`src/rtl/fifo_pkg.sv`:
```
// Width helpers shared by the programmable FIFO and its storage array.
// Pointer and level vectors are one bit wider than the memory index.
package fifo_pkg;

  // Index width for a given depth. Depth 1 still gets a 1-bit index.
  function automatic int idx_width(input int depth);
    return (depth <= 1) ? 1 : $clog2(depth);
  endfunction

  // Width of wrap-aware pointers (ptr_t) for a given depth.
  function automatic int ptr_width(input int depth);
    return idx_width(depth) + 1;
  endfunction

  // Width of the occupancy level (level_t); it can reach the full depth.
  function automatic int level_width(input int depth);
    return idx_width(depth) + 1;
  endfunction

endpackage

```
`src/rtl/fifo_mem.sv`:
```
// FIFO storage: STAGE x BITWIDTH array with a synchronous write port
// and an asynchronous read port.
module fifo_mem
  import fifo_pkg::*;
#(
  parameter int BITWIDTH       = 64,
  parameter int STAGE          = 32,
  parameter int STAGE_BITWIDTH = idx_width(STAGE)
) (
  input  logic                      clk,
  input  logic                      we,
  input  logic [STAGE_BITWIDTH-1:0] waddr,
  input  logic [BITWIDTH-1:0]       wdata,
  input  logic [STAGE_BITWIDTH-1:0] raddr,
  output logic [BITWIDTH-1:0]       rdata
);

  logic [BITWIDTH-1:0] mem [STAGE];

  // NOTE: the array is deliberately left out of reset; the pointers decide
  // what is valid, and an unreset array maps onto plain RAM.
  always_ff @(posedge clk) begin
    if (we) mem[waddr] <= wdata;
  end

  assign rdata = mem[raddr];

endmodule

```
`src/rtl/prog_fifo.sv`:
```
// Single-clock FIFO with programmable almost-full/almost-empty thresholds,
// occupancy output, sticky error flags and show-ahead or registered read.
module prog_fifo
  import fifo_pkg::*;
#(
  parameter int BITWIDTH       = 64,
  parameter int STAGE          = 32,
  parameter int STAGE_BITWIDTH = idx_width(STAGE),
  parameter bit SHOW_AHEAD     = 1'b1
) (
  input  logic                    clk,
  input  logic                    rst,
  input  logic [BITWIDTH-1:0]     data_i,
  input  logic                    wr_i,
  input  logic                    rd_i,
  input  logic [STAGE_BITWIDTH:0] afull_thresh_i,
  input  logic [STAGE_BITWIDTH:0] aempty_thresh_i,
  input  logic                    clr_err_i,
  output logic [BITWIDTH-1:0]     data_o,
  output logic                    valid_o,
  output logic [STAGE_BITWIDTH:0] level_o,
  output logic                    full_o,
  output logic                    empty_o,
  output logic                    almost_full_o,
  output logic                    almost_empty_o,
  output logic                    overflow_o,
  output logic                    underflow_o
);

  typedef logic [STAGE_BITWIDTH:0] ptr_t;

  localparam ptr_t FULL_LEVEL = ptr_t'(STAGE);

  ptr_t                wptr_q, rptr_q;
  logic                wr_acc, rd_acc;
  logic                overflow_q, underflow_q;
  logic [BITWIDTH-1:0] mem_rdata;

  // Extra pointer bit separates full from empty; the modulo difference is the level.
  assign level_o        = wptr_q - rptr_q;
  assign empty_o        = (level_o == '0);
  assign full_o         = (level_o == FULL_LEVEL);
  assign almost_full_o  = (level_o >= afull_thresh_i);
  assign almost_empty_o = (level_o <= aempty_thresh_i);
  assign overflow_o     = overflow_q;
  assign underflow_o    = underflow_q;

  always_comb begin
    // NOTE: every always_comb output gets a default first so no path can
    // leave it unassigned and infer a latch.
    rd_acc = 1'b0;
    wr_acc = 1'b0;
    rd_acc = rd_i & ~empty_o;
    // A read in the same cycle frees the slot, so a full FIFO still accepts.
    wr_acc = wr_i & (~full_o | rd_acc);
  end

  // NOTE: sequential state uses non-blocking assignments so every register
  // samples pre-edge values regardless of statement order.
  always_ff @(posedge clk or posedge rst) begin
    if (rst) begin
      wptr_q      <= '0;
      rptr_q      <= '0;
      overflow_q  <= 1'b0;
      underflow_q <= 1'b0;
    end else begin
      if (wr_acc) wptr_q <= wptr_q + ptr_t'(1);
      if (rd_acc) rptr_q <= rptr_q + ptr_t'(1);
      // Setting takes priority over clearing so no error is lost.
      if (wr_i && !wr_acc)  overflow_q <= 1'b1;
      else if (clr_err_i)   overflow_q <= 1'b0;
      if (rd_i && !rd_acc)  underflow_q <= 1'b1;
      else if (clr_err_i)   underflow_q <= 1'b0;
    end
  end

  fifo_mem #(
    .BITWIDTH      (BITWIDTH),
    .STAGE         (STAGE),
    .STAGE_BITWIDTH(STAGE_BITWIDTH)
  ) u_mem (
    .clk  (clk),
    .we   (wr_acc),
    .waddr(wptr_q[STAGE_BITWIDTH-1:0]),
    .wdata(data_i),
    .raddr(rptr_q[STAGE_BITWIDTH-1:0]),
    .rdata(mem_rdata)
  );

  if (SHOW_AHEAD) begin : g_show_ahead
    assign data_o  = mem_rdata;
    assign valid_o = ~empty_o;
  end else begin : g_registered
    logic [BITWIDTH-1:0] data_q;
    logic                valid_q;

    always_ff @(posedge clk or posedge rst) begin
      if (rst) begin
        data_q  <= '0;
        valid_q <= 1'b0;
      end else begin
        valid_q <= rd_acc;
        if (rd_acc) data_q <= mem_rdata;
      end
    end

    assign data_o  = data_q;
    assign valid_o = valid_q;
  end

endmodule
```
`config.mk`:
```
export PLATFORM = sky130hd
export DESIGN_NAME = prog_fifo
export DESIGN_NICKNAME = d
export VERILOG_FILES = /design/src/rtl/fifo_pkg.sv /design/src/rtl/fifo_mem.sv /design/src/rtl/prog_fifo.sv
export SDC_FILE = /design/constraint.sdc
export NUM_CORES = 2
export LEC_CHECK = 0
export BUFFER_PORTS_ARGS = -buffer_cell sky130_fd_sc_hd__buf_2
export CORE_MARGIN = 4
export CORE_UTILIZATION = 55
export CTS_CLUSTER_SIZE = 10
export DETAILED_ROUTE_END_ITERATION = 10
export PLACE_DENSITY = 0.77
export SKIP_LAST_GASP = 1
export SYNTH_ARGS = -nofsm -noshare
export SYNTH_HDL_FRONTEND = slang
export SYNTH_SLANG_ARGS = --single-unit
```
`constraint.sdc`:
```
create_clock -name clk -period 5.8 [get_ports clk]
set_input_delay 0.29 -clock clk [delete_from_list [all_inputs] [get_ports clk]]
set_output_delay 0.29 -clock clk [all_outputs]
set_load 0.01 [all_outputs]
```
==> run_results.csv <==
group,metric,value,unit
clocking,clock_path_buffers,3,
yosys,yosys_warnings,0,
sta,slew_headroom,14.87,%
clocking,htree_num_levels,4,
clocking,cts_resized,0,
run,drv_cap,0,
power,ir_drop,504.6,uV
yosys,synth_area_leaders,"edfxtp_1 78%, mux4_2 18%, nand2_1 1.1%",
worst_hold_path,worstHoldStart,"data_i[44]",
sta,finalMaxSlewViolations,0,
worst_setup_path,rr_startpoint,"rptr_q[0]$_DFFE_PP0P_",
sta,hold_violations,0,
cells_and_area,final_cell_area,89300,sq um
cells_and_area,multi_input_area,16410,sq um
floorplan,initial_core_util,55.54,%
sta,rsz0062_at_grt,"no",
worst_setup_path,rrSetupSlack,1.22,ns
sta,post-route-period-util,88.72,%
worst_setup_path,r2r-end,"u_mem.mem[31][40]$_DFFE_PP_",
floorplan,rows,138,
global_route,grt_pass1_wl,286200,um
detailed_routing,dr.pass1.iters,5,
power,p_per_area,488.0,nW/um^2
yosys,synthArstFlopShare,0.6790,%
power,p_leak,0.02823,uW
sta,fin_worst_skew,0.01896,ns
yosys,synth_area,78920,sq um
floorplan,ios,158,
sta,setup_viol,0,
detailed_routing,wl,196700,um
global_route,grt_remaining_overflow,0,
cells_and_area,final.fill_count,8722,
clocking,cts_tree,"yes",
worst_setup_path,arrival,4.86,ns
placement,gp_congestion,0.7643,
worst_hold_path,min_path_type,"in2reg",
clocking,root_buffer,"clkbuf_16",
yosys,ys_seq_area_share,78.37,%
floorplan,fp.dieH,386.8,um
yosys,netlist.area_leader.share,77.93,%
yosys,ys_dominant_reg_cell,"edfxtp_1",
worst_setup_path,cp.required,5.51,ns
detailed_routing,drc_errors,0,
worst_hold_path,min_path_cells,1,
cells_and_area,fin_nets,3727,
detailed_routing,wl_per_cell,35.37,um
worst_hold_path,hold_path_end,"u_mem.mem[29][44]$_DFFE_PP_",
worst_setup_path,critical_path.max_fanout,95,
yosys,syn_inst,3250,
yosys,synth_seq_cells,2062,
detailed_routing,vias,37926,
floorplan,core,142100,sq um
detailed_routing,viasPerCell,6.821,
yosys,synthDistinctLibCells,47,
cells_and_area,syn_to_final_growth,13.16,%
worst_setup_path,cp-end-kind,"output pin",
yosys,synth_top_cell_by_area,"edfxtp_1",
placement,numPortBuffers,157,
clocking,numCtsBuffers,224,
global_route,antenna_found_initial,7,
cells_and_area,final_cell_mix,"2048 x edfxtp_1, 633 x mux4_2, 229 x clkbuf_16",
clocking,clk_latency,0.82,ns
detailed_routing,postRouteAntennaNets,0,
yosys,synth_edf_count,2048,
yosys,syn_nets,3351,
cells_and_area,seqCellArea,61860,sq um
worst_setup_path,startpoint_type,"flip-flop",
global_route,grt_max_degree,151,
run_status,status,"finished clean",
global_route,grt_pass1_vias,39224,
sta,setup_tns,0,ns
sta,period_minus_slack,5.146,ns
cells_and_area,layout-drive-gt1-share,31.78,%
global_route,grt_usage,26.59,%
placement,place_ws,1.289,ns
sta,fin_ws,0.6541,ns
cells_and_area,final_common_cell,"edfxtp_1",
sta,max_freq,194.3,MHz
sta,tightest_slew,1.277,ns
yosys,syn_avg_cell_area,24.28,sq um
worst_setup_path,r2r_cells,9,
placement,place_area,82640,sq um
detailed_routing,drt_iter0_drc,5625,
floorplan,fp.dieW,386.8,um
clocking,clk_pin_slew,0.06,ns
placement,post-dp-hpwl,92170,um
floorplan,die-area,149600,sq um
clocking,clock-sinks,2062,
worst_setup_path,critPathKind,"reg2out",
[where the power goes]
group / internal (uW) / leakage (uW) / switching (uW)
clock network: 6960 / 0.00292 / 5340
logic: 6000 / 0.00669 / 7420
registers: 17500 / 0.0186 / 379
total: 30400 / 0.0282 / 13100
[layout make-up]
class | instances | area share [%]
antenna | 4 | 0.01121
clock buffer | 254 | 6.522
clock inverter | 12 | 0.1653
inverter | 22 | 0.1037
multi-input combinational | 1002 | 18.38
sequential | 2062 | 69.27
tap | 1890 | 2.648
timing repair buffer | 314 | 2.895
[timing repair]
action | 4_1_cts | 5_1_grt
endpoints found under the setup margin | 0 | 0
buffers inserted | 0 | 0
hold buffers | 68 | 0
endpoints found under the hold margin | 1993 | 0
[through the flow]
stage	util, %	power (uW)	std cells	hold WS [ns]
after global placement	58.16	31020	5222	0.3878
after floorplan	-	27100	3250	0.1792
final	62.84	43580	5560	0.05208
after CTS	62.84	43840	5556	0.01937
after global routing	62.84	45270	5556	0.07240
after detailed placement	58.16	31270	5222	0.4177
[synthesized netlist by cell type (5+ instances only)]
library cell  number
dfrtp_1           14
edfxtp_1        2048
mux4_2           633
nor2_1            42
buf_4             27
buf_1             22
nand2b_1           5
inv_1             18
ha_1              19
clkbuf_1          69
and3_1             9
a21oi_1            7
nand2_1          221
buf_2             40
nand3_1            9
a311o_1            7
buf_6              6
xnor2_1           12
[cell families after synthesis]
family | count (synthesis) | share of synthesized area, %
AO/OA/AOI/OAI | 26 | 0.2695
XOR/XNOR | 15 | 0.1839
adder cells (fa/ha/maj) | 21 | 0.3393
buffers and inverters | 186 | 1.134
flip-flops | 2062 | 78.37
multiplexers | 636 | 18.11
AND/OR/NAND/NOR | 304 | 1.595
[per-layer routing]
| layer | vias to the layer above | GRT usage, % | wire (um) |
|---|---|---|---|
| li1 | 14508 | - | - |
| met1 | 20064 | 36.53 | 69940 |
| met2 | 2920 | 42.26 | 97850 |
| met3 | 432 | 7.150 | 22510 |
| met4 | 2 | 8.674 | 6356 |
| met5 | - | 0 | 13 |
[worst max path at each step]
| stage | slack (ns) | cells after the start | startpoint | to |
|---|---|---|---|---|
| global route | 0.29 | 7 | rptr_q[0]$_DFFE_PP0P_ | data_o[57] |
| CTS | 0.56 | 7 | rptr_q[0]$_DFFE_PP0P_ | data_o[57] |
| finish | 0.65 | 7 | rptr_q[0]$_DFFE_PP0P_ | data_o[57] |
| global placement | 1.40 | 9 | rptr_q[0]$_DFFE_PP0P_ | u_mem.mem[31][54]$_DFFE_PP_ |
| floorplan | -0.007 | 11 | rptr_q[2]$_DFFE_PP0P_ | u_mem.mem[30][0]$_DFFE_PP_ |
| detailed placement | 1.29 | 9 | rptr_q[0]$_DFFE_PP0P_ | u_mem.mem[31][50]$_DFFE_PP_ |
[flip-flops by register name, summed over array words and instances (netlist names)]
signal       count
u_mem.mem     2048
underflow_o      1
rptr_q           6
wptr_q           6
overflow_o       1
[critical path: stages (launching register included)]
cell	delay [ns]
dfrtp_4	0.79
buf_12	0.52
buf_12	0.53
mux4_2	0.62
mux4_2	0.48
nand2_1	0.11
nand2_1	0.18
buf_2	0.20
No activity file was read; power rests on OpenSTA's default activity.
